**config.mk**
```make
export PLATFORM = sky130hd
export DESIGN_NAME = trap_ctrl
export DESIGN_NICKNAME = d
export VERILOG_FILES = /design/src/rtl/trap_ctrl.sv
export SDC_FILE = /design/constraint.sdc
export NUM_CORES = 1
export LEC_CHECK = 0
export ABC_AREA = 1
export CAP_MARGIN = 10
export CORE_MARGIN = 2
export CORE_UTILIZATION = 47
export CTS_CLUSTER_DIAMETER = 200
export CTS_CLUSTER_SIZE = 24
export DETAILED_ROUTE_END_ITERATION = 12
export PLACE_DENSITY = 0.94
export SLEW_MARGIN = 20
export SYNTH_ARGS = -nofsm -noshare
export SYNTH_HDL_FRONTEND = slang
export SYNTH_SLANG_ARGS = --single-unit
```
**constraint.sdc**
```tcl
create_clock -name clk_i -period 6.18 [get_ports clk_i]
set_clock_uncertainty 0.2 [all_clocks]
set_input_delay 1.236 -clock clk_i [delete_from_list [all_inputs] [get_ports clk_i]]
set_output_delay 1.236 -clock clk_i [all_outputs]
set_load 0.005 [all_outputs]
```
**src/rtl/trap_ctrl.sv**
```systemverilog
// trap_ctrl - machine-mode trap sequencer sitting in front of the CSR file.
//
// Optional build macro: TRAP_VECTORED_EN (vectored mtvec mode; default off).
//
// Ports:
//   clk_i, rst_i                  clock, asynchronous active-high reset
//   irq_ext_i, irq_timer_i        level interrupt requests
//   mret_i, pc_i                  MRET qualifier and PC of the execute-stage instruction
//   core_csr_*_i                  CSR access requested by the core (passed through when idle)
//   csr_*_o, csr_rdata_i          single access port of the CSR file
//   stall_o, flush_o              pipeline freeze / kill-younger controls
//   redirect_valid_o, redirect_pc_o  one-cycle PC redirect to fetch
//
// While idle the core owns the CSR port. An enabled interrupt or an MRET takes
// the port over, runs the CSR update sequence and ends with a single redirect.
module trap_ctrl #(
   parameter int unsigned       DW           = 32,
   parameter int unsigned       ADDRW        = 12,
   parameter logic [ADDRW-1:0]  MSTATUS_ADDR = ADDRW'(12'h300),
   parameter logic [ADDRW-1:0]  MIE_ADDR     = ADDRW'(12'h304),
   parameter logic [ADDRW-1:0]  MTVEC_ADDR   = ADDRW'(12'h305),
   parameter logic [ADDRW-1:0]  MEPC_ADDR    = ADDRW'(12'h341),
   parameter logic [ADDRW-1:0]  MCAUSE_ADDR  = ADDRW'(12'h342)
) (
   input  logic             clk_i,
   input  logic             rst_i,
   input  logic             irq_ext_i,
   input  logic             irq_timer_i,
   input  logic             mret_i,
   input  logic [DW-1:0]    pc_i,
   input  logic [ADDRW-1:0] core_csr_addr_i,
   input  logic             core_csr_we_i,
   input  logic             core_csr_re_i,
   input  logic [DW-1:0]    core_csr_wdata_i,
   output logic [ADDRW-1:0] csr_addr_o,
   output logic             csr_we_o,
   output logic             csr_re_o,
   output logic [DW-1:0]    csr_wdata_o,
   input  logic [DW-1:0]    csr_rdata_i,
   output logic             stall_o,
   output logic             flush_o,
   output logic             redirect_valid_o,
   output logic [DW-1:0]    redirect_pc_o
);

   localparam int unsigned        CAUSE_W   = 4;
   localparam logic [CAUSE_W-1:0] CAUSE_EXT = CAUSE_W'(11);
   localparam logic [CAUSE_W-1:0] CAUSE_TMR = CAUSE_W'(7);

   typedef enum logic [2:0] {
      IDLE    = 3'd0,
      T_EPC   = 3'd1,
      T_CAUSE = 3'd2,
      T_STAT  = 3'd3,
      T_VEC   = 3'd4,
      M_STAT  = 3'd5,
      M_VEC   = 3'd6
   } state_t;

   state_t               state;
   state_t               state_nxt;
   logic [DW-1:0]        mstatus_sh;
   logic                 meie_sh;
   logic                 mtie_sh;
   logic [DW-1:0]        epc_q;
   logic [CAUSE_W-1:0]   cause_q;
   logic [DW-1:0]        redir_pc_q;
   logic                 pend;
   logic [CAUSE_W-1:0]   cause_sel;
   logic [DW-1:0]        mstat_trap;
   logic [DW-1:0]        mstat_mret;
   logic [DW-1:0]        vec_base;
   logic [DW-1:0]        vec_target;

   // Interrupt qualification against the shadowed enables; external wins.
   assign pend      = mstatus_sh[3] & ((irq_ext_i & meie_sh) | (irq_timer_i & mtie_sh));
   assign cause_sel = (irq_ext_i & meie_sh) ? CAUSE_EXT : CAUSE_TMR;

   // mstatus images written on trap entry and on MRET.
   always_comb begin
      mstat_trap        = mstatus_sh;
      mstat_trap[7]     = mstatus_sh[3];
      mstat_trap[3]     = 1'b0;
      mstat_trap[12:11] = 2'b11;
      mstat_mret        = mstatus_sh;
      mstat_mret[3]     = mstatus_sh[7];
      mstat_mret[7]     = 1'b1;
      mstat_mret[12:11] = 2'b11;
   end

   // Handler target from the mtvec value returned this cycle.
   assign vec_base = {csr_rdata_i[DW-1:2], 2'b00};
`ifdef TRAP_VECTORED_EN
   assign vec_target = (csr_rdata_i[1:0] == 2'b01) ? vec_base + (DW'(cause_q) << 2) : vec_base;
`else
   assign vec_target = vec_base;
`endif

   // State register.
   always_ff @(posedge clk_i or posedge rst_i) begin
      if (rst_i) begin
         state <= IDLE;
      end else begin
         state <= state_nxt;
      end
   end

   // Next-state logic; an interrupt beats a simultaneous MRET.
   always_comb begin
      state_nxt = state;
      case (state)
         IDLE: begin
            if (pend) begin
               state_nxt = T_EPC;
            end else if (mret_i) begin
               state_nxt = M_STAT;
            end
         end
         T_EPC:   state_nxt = T_CAUSE;
         T_CAUSE: state_nxt = T_STAT;
         T_STAT:  state_nxt = T_VEC;
         T_VEC:   state_nxt = IDLE;
         M_STAT:  state_nxt = M_VEC;
         M_VEC:   state_nxt = IDLE;
         default: state_nxt = IDLE;
      endcase
   end

   // Output logic. The redirect target only exists once the CSR file answers
   // in the vector cycle, so it is forwarded then and held by redir_pc_q after.
   always_comb begin
      csr_addr_o       = '0;
      csr_we_o         = 1'b0;
      csr_re_o         = 1'b0;
      csr_wdata_o      = '0;
      stall_o          = 1'b0;
      flush_o          = 1'b0;
      redirect_valid_o = 1'b0;
      redirect_pc_o    = redir_pc_q;
      case (state)
         IDLE: begin
            // Combinational paths are forced low while reset is held.
            if (!rst_i) begin
               csr_addr_o  = core_csr_addr_i;
               csr_we_o    = core_csr_we_i;
               csr_re_o    = core_csr_re_i;
               csr_wdata_o = core_csr_wdata_i;
               flush_o     = pend;
            end
         end
         T_EPC: begin
            stall_o     = 1'b1;
            csr_we_o    = 1'b1;
            csr_addr_o  = MEPC_ADDR;
            csr_wdata_o = epc_q;
         end
         T_CAUSE: begin
            stall_o     = 1'b1;
            csr_we_o    = 1'b1;
            csr_addr_o  = MCAUSE_ADDR;
            csr_wdata_o = {1'b1, (DW-1)'(cause_q)};
         end
         T_STAT: begin
            stall_o     = 1'b1;
            csr_we_o    = 1'b1;
            csr_addr_o  = MSTATUS_ADDR;
            csr_wdata_o = mstat_trap;
         end
         T_VEC: begin
            stall_o          = 1'b1;
            csr_re_o         = 1'b1;
            csr_addr_o       = MTVEC_ADDR;
            redirect_valid_o = 1'b1;
            redirect_pc_o    = vec_target;
         end
         M_STAT: begin
            stall_o     = 1'b1;
            csr_we_o    = 1'b1;
            csr_addr_o  = MSTATUS_ADDR;
            csr_wdata_o = mstat_mret;
         end
         M_VEC: begin
            stall_o          = 1'b1;
            csr_re_o         = 1'b1;
            csr_addr_o       = MEPC_ADDR;
            redirect_valid_o = 1'b1;
            redirect_pc_o    = csr_rdata_i;
         end
         default: begin
            stall_o = 1'b1;
         end
      endcase
   end

   // Shadows snoop every write on the CSR port; trap context and redirect hold.
   always_ff @(posedge clk_i or posedge rst_i) begin
      if (rst_i) begin
         mstatus_sh <= '0;
         meie_sh    <= 1'b0;
         mtie_sh    <= 1'b0;
         epc_q      <= '0;
         cause_q    <= '0;
         redir_pc_q <= '0;
      end else begin
         if (csr_we_o && (csr_addr_o == MSTATUS_ADDR)) begin
            mstatus_sh <= csr_wdata_o;
         end
         if (csr_we_o && (csr_addr_o == MIE_ADDR)) begin
            meie_sh <= csr_wdata_o[11];
            mtie_sh <= csr_wdata_o[7];
         end
         if ((state == IDLE) && pend) begin
            epc_q   <= pc_i;
            cause_q <= cause_sel;
         end
         if (redirect_valid_o) begin
            redir_pc_q <= redirect_pc_o;
         end
      end
   end

endmodule

```
### Word level (Yosys, flattened, before mapping)

Cells that the tools add are included.

* bitwise gates (word level): 4
* equal/unequal tests: 9
* multiplexer cells: 17
* reduce and logical (&&, ||, !) cells: 8

Operator list (number)
* 32-bit case mux with 5 select lines: 1
* 32-bit case mux with 2 select lines: 1
* 12-bit case mux with 5 select lines: 1
* 32-bit 2-to-1 mux: 1
* 12-bit by 10-bit == test with 1-bit output, second input constant: 2
* 3-bit case mux with 5 select lines: 1
* 12-bit 2-to-1 mux: 1
* 3-bit == test, second input constant: 3
* 3-bit by 2-bit == test with 1-bit output, second input constant: 2
* 1-bit 2-to-1 mux: 6
* 3-bit 2-to-1 mux: 2
* 2-bit OR reduction: 3
* 4-bit 2-to-1 mux: 1
* 1-bit case mux with 2 select lines: 2
* 4-bit OR reduction: 1
* 1-bit AND: 3
* 3-bit by 1-bit == test with 1-bit output, second input constant: 1
* 1-bit logical AND: 3
* 3-bit zero test: 1
* 3-bit inequality test, second input constant: 1
* 1-bit OR: 1

* output and inout bits: 81
* input bits: 115
* register bits: 105
* word-level logic and storage cells: 45

### Longest topological paths before layout

* depth in word-level cells: 5
* mapped depth: 12
* gate-level depth less buffers: 11

### Worst setup path after synthesis

No wires, ideal clock.

* path kind: input-to-output
* from: input port rst_i
* to: output port csr_addr_o[4]
* slack: 1633 ps
* cell stages on the path: 4
* arrival time: 3111 ps
* path through: inv_2 > buf_2 > nand2_1 > nor2_1

* word-level cells in the longest chain between the ends: 2

Ends and longest elaborated chain
* start, declared: RTL line 26 `input logic rst_i,`
* 12-bit 2-to-1 mux: RTL line 143 `if (!rst_i) begin`
* 12-bit case mux with 5 select lines: RTL line 140 `case (state)`
* end, declared: RTL line 35 `output logic [ADDRW-1:0] csr_addr_o,`

Every way passes these cells.

### Final worst setup path

* from: input port rst_i
* to: output port csr_wdata_o[29]

* word-level cells in the longest chain between the ends: 2

Ends and longest elaborated chain
* 32-bit 2-to-1 mux: RTL line 143
* 32-bit case mux with 5 select lines: RTL line 140
* end, declared: RTL line 38 `output logic [DW-1:0] csr_wdata_o,`

Every way passes these cells.

==> summary.txt <==
Clock tree
  – CTS Hold Bufs: 0
  – Clk sink count: 102
  – H-tree levels: 3
  – Clock Path Buffers: 2
  – Root buffer cell: clkbuf_8
  – CTS tree: done
  – CTS-repair resized insts: 0
  – Postcts setup bufs: 0
  – Clk_lat worst skew: 0.36 ns
  – Clock slew at reported path FFs: 0.10 ns
  – CTS Buf Count: 9

GRT
  – First-pass GRT wire length: 23200 um
  – M1 GR Usage: 32.9%
  – GRT Total Usage: approximately a quarter
  – GR Util met3: 6.44%
  – Most Used Layer, Global Route: met2
  – Pin count of the biggest net entering global routing: just over 50
  – Met2 Use GR: a little over two fifths
  – Vias in the first global route: 4736
  – Initial antenna violation count: 0
  – GRT overflow: 0

Yosys
  – Synthesized area: just under 5000 um^2
  – Yosys reg bits: 102
  – Syn Area/Cell: ~7.8 um^2
  – Post-Syn Nets: approximately 750
  – Distinct cells, synth: 26
  – Seq/Total Area, Yosys: between 50% and 60%
  – Synth area leader: dfrtp_1
  – Yosys Warn Count: 0
  – Top cell type's share of synthesized area: 51.5%
  – Largest cells by area after synthesis: dfrtp_1, nand2_1, nand3_1
  – Cells after Synth: ~630

Outcome
  – Status: finished, final reports clean

Timing
  – RSZ-0062 raised after global routing: no
  – Slew @ Worst Pin: 0.863 ns
  – Final worst slack: 1.35 ns
  – Setup_tns: 0 ns
  – Slew margin rel.: 42.3%
  – Slew Limit Fails: 0
  – Final hold vios: 0
  – Setup violators final: 0
  – Final Cycle Share: 78.2%
  – Maximum operating frequency: between 200 and 250 MHz
  – Min Tclk post-route: 4.83 ns

Worst setup path
  – Top Family by Delay on Critical Path: buffers and inverters
  – CP arrival: 3.40 ns
  – Worst path most repeated cell: clkdlybuf4s50_1
  – Critical Path Sink Type: primary output
  – Critical Path RT: 4.74 ns
  – Worst path max stage delay: 0.74 ns
  – Max FO, Critical Path: 34
  – CP Launch Type: input pin
  – CP max-delay cell: nor2_4
  – Critical path, cell by cell: clkdlybuf4s50_1 -> nor2_4 -> nand2_1 -> o211ai_1 -> clkdlybuf4s50_1
  – CP bufs+invs: 2
  – Crit Path Class: input pin to primary output

Die
  – Die Area: ~11000 um^2
  – Core region area: 10300 um^2
  – Die W: between 100 and 150 um
  – Initial Utilization: 48.3%
  – # IOs: 196
  – Die height: roughly 110 um
  – Row cnt: 37

Route
  – Drt first pass iters: 5
  – Avg Vias per Cell: 5.04
  – Routed vias: 4827
  – Routed Antenna Nets: 0
  – Number of remaining DRC errors: 0
  – WL per Instance: 15.0 um
  – Iteration-0 DRC count of the detailed router: 338
  – Final WL: 14300 um

Finish
  – P&R area growth vs syn: 45.7%
  – Fin nets: 931
  – Core Util, Final: 70.3%
  – ANT cells: 0
  – Layout cells sized above 1: 7.43%

Power and ir drop
  – Pwr Total: 3.12 mW
  – Leakage: 3.62 nW
  – Worst VDD drop: 0.308 mV
  – P per Cell Area: 431 nW/um^2

Placed design
  – Detail Placement HPWL: ~10000 um
  – GP Congestion: 0.866
  – IO buf count: 195
  – Post-Place Setup Slack: roughly 1.3 ns

Hold path
  – Worst hold path type: flip-flop to flip-flop

Job
  – Max-Cap Viols: 0
==> worst register-to-register path, delay by kind of cell, from the launching register on <==
| kind | cells | cell delay [ns] |
|---|---|---|
| simple gates | 8 | 1.36 |
| flops | 1 | 0.46 |
| buf+inv | 3 | 1.16 |
==> worst paths after layout <==
kind	cells after the start	end	slack [ns]	start
min in group asynchronous	2	redir_pc_q[7]	1.27	rst_i
worst max register to register	11	mstatus_sh[21]	2.88	state[0]
worst min-delay path	2	mstatus_sh[27]	0.28	mstatus_sh[27]
max in group asynchronous	3	epc_q[17]	3.65	rst_i
worst min register to register	2	mstatus_sh[27]	0.28	mstatus_sh[27]
worst max-delay path	5	csr_wdata_o[29]	1.35	rst_i
==> cells by family (layout without fill, tap and decap cells) <==
group / Yosys count / after routing / synth area share (%)
AO/OA/AOI/OAI: 30 / 30 / 3.58
buffers and inverters: 61 / 250 / 5.45
flip-flops: 102 / 102 / 51.5
multiplexers: 25 / 25 / 5.67
AND/OR/NAND/NOR: 414 / 414 / 33.8
==> registers in the layout (all words and copies together), names as in the netlist <==
signal      count
redir_pc_q     32
mtie_sh         1
mstatus_sh     30
epc_q          32
meie_sh         1
cause_q         3
state           3
==> layout make-up <==
class / count / area (um^2)
Clock buffer: 9 / 124
Clock inverter: 7 / 91.3
Fill cell: 775 / 3050
Inverter: 32 / 123
Multi-Input combinational cell: 469 / 2150
Sequential cell: 102 / 2550
Tap cell: 136 / 170
Timing Repair Buffer: 202 / 2020
==> synth_stat cells <==
master	instances
nand3_1	61
o21ai_1	1
mux2_1	6
nor2_1	25
nand2_1	314
nor2_4	2
nand2_2	2
buf_2	12
nand4_1	5
inv_1	25
o22ai_1	1
nand3_2	1
a21o_1	1
a21oi_1	4
clkbuf_1	7
mux2_2	19
nor2_2	2
o21a_1	1
buf_4	7
or2_2	2
buf_1	3
o2111ai_1	1
o21ai_0	14
o211ai_1	7
inv_2	7
dfrtp_1	102
==> per-layer routing <==
| metal | share of wire [%] | wire (um) |
|---|---|---|
| met3 | 8.2 | 1180 |
| met5 | 0 | 0 |
| met4 | 1.4 | 202 |
| met2 | 49 | 6970 |
| met1 | 42 | 5970 |
==> per-stage QoR <==
| step | std cells | instance area, um^2 | hold WS [ns] |
|---|---|---|---|
| floorplan | 632 | 4960 | 0.240 |
| global placement | 940 | 6990 | 0.253 |
| detailed placement | 940 | 6990 | 0.259 |
| CTS | 956 | 7200 | 0.283 |
| global route | 957 | 7230 | 0.305 |
| finish | 957 | 7230 | 0.281 |
==> power by group <==
group,internal [mW],switching (mW)
registers,0.902,0.108
clock network,0.197,0.250
logic,0.781,0.878
total,1.88,1.24
==> cell usage in the layout (no fill, tap or decap) <==
cell type | netlist | final
nand2_1 | 314 | 314
clkdlybuf4s50_1 | 0 | 195
dfrtp_1 | 102 | 102
nand3_1 | 61 | 61
inv_1 | 25 | 25
nor2_1 | 25 | 23
mux2_2 | 19 | 19
o21ai_0 | 14 | 14
clkbuf_8 | 0 | 9
o211ai_1 | 7 | 7
inv_2 | 7 | 6
mux2_1 | 6 | 6
buf_4 | 7 | 6
nand4_1 | 5 | 5
nor2_2 | 2 | 3
nor2_4 | 2 | 3
a21oi_1 | 4 | 3
nand2_2 | 2 | 2
or2_2 | 2 | 2
inv_6 | 0 | 2
nand3_2 | 1 | 1
a21oi_2 | 0 | 1
inv_4 | 0 | 1
o22ai_1 | 1 | 1
a21o_1 | 1 | 1
o21ai_1 | 1 | 1
o21a_1 | 1 | 1
o2111ai_1 | 1 | 1
clkinv_4 | 0 | 1
clkinv_8 | 0 | 1
inv_8 | 0 | 1
clkinvlp_4 | 0 | 1
bufinv_16 | 0 | 1
buf_12 | 0 | 1
Power figures use the tool's default switching activity.
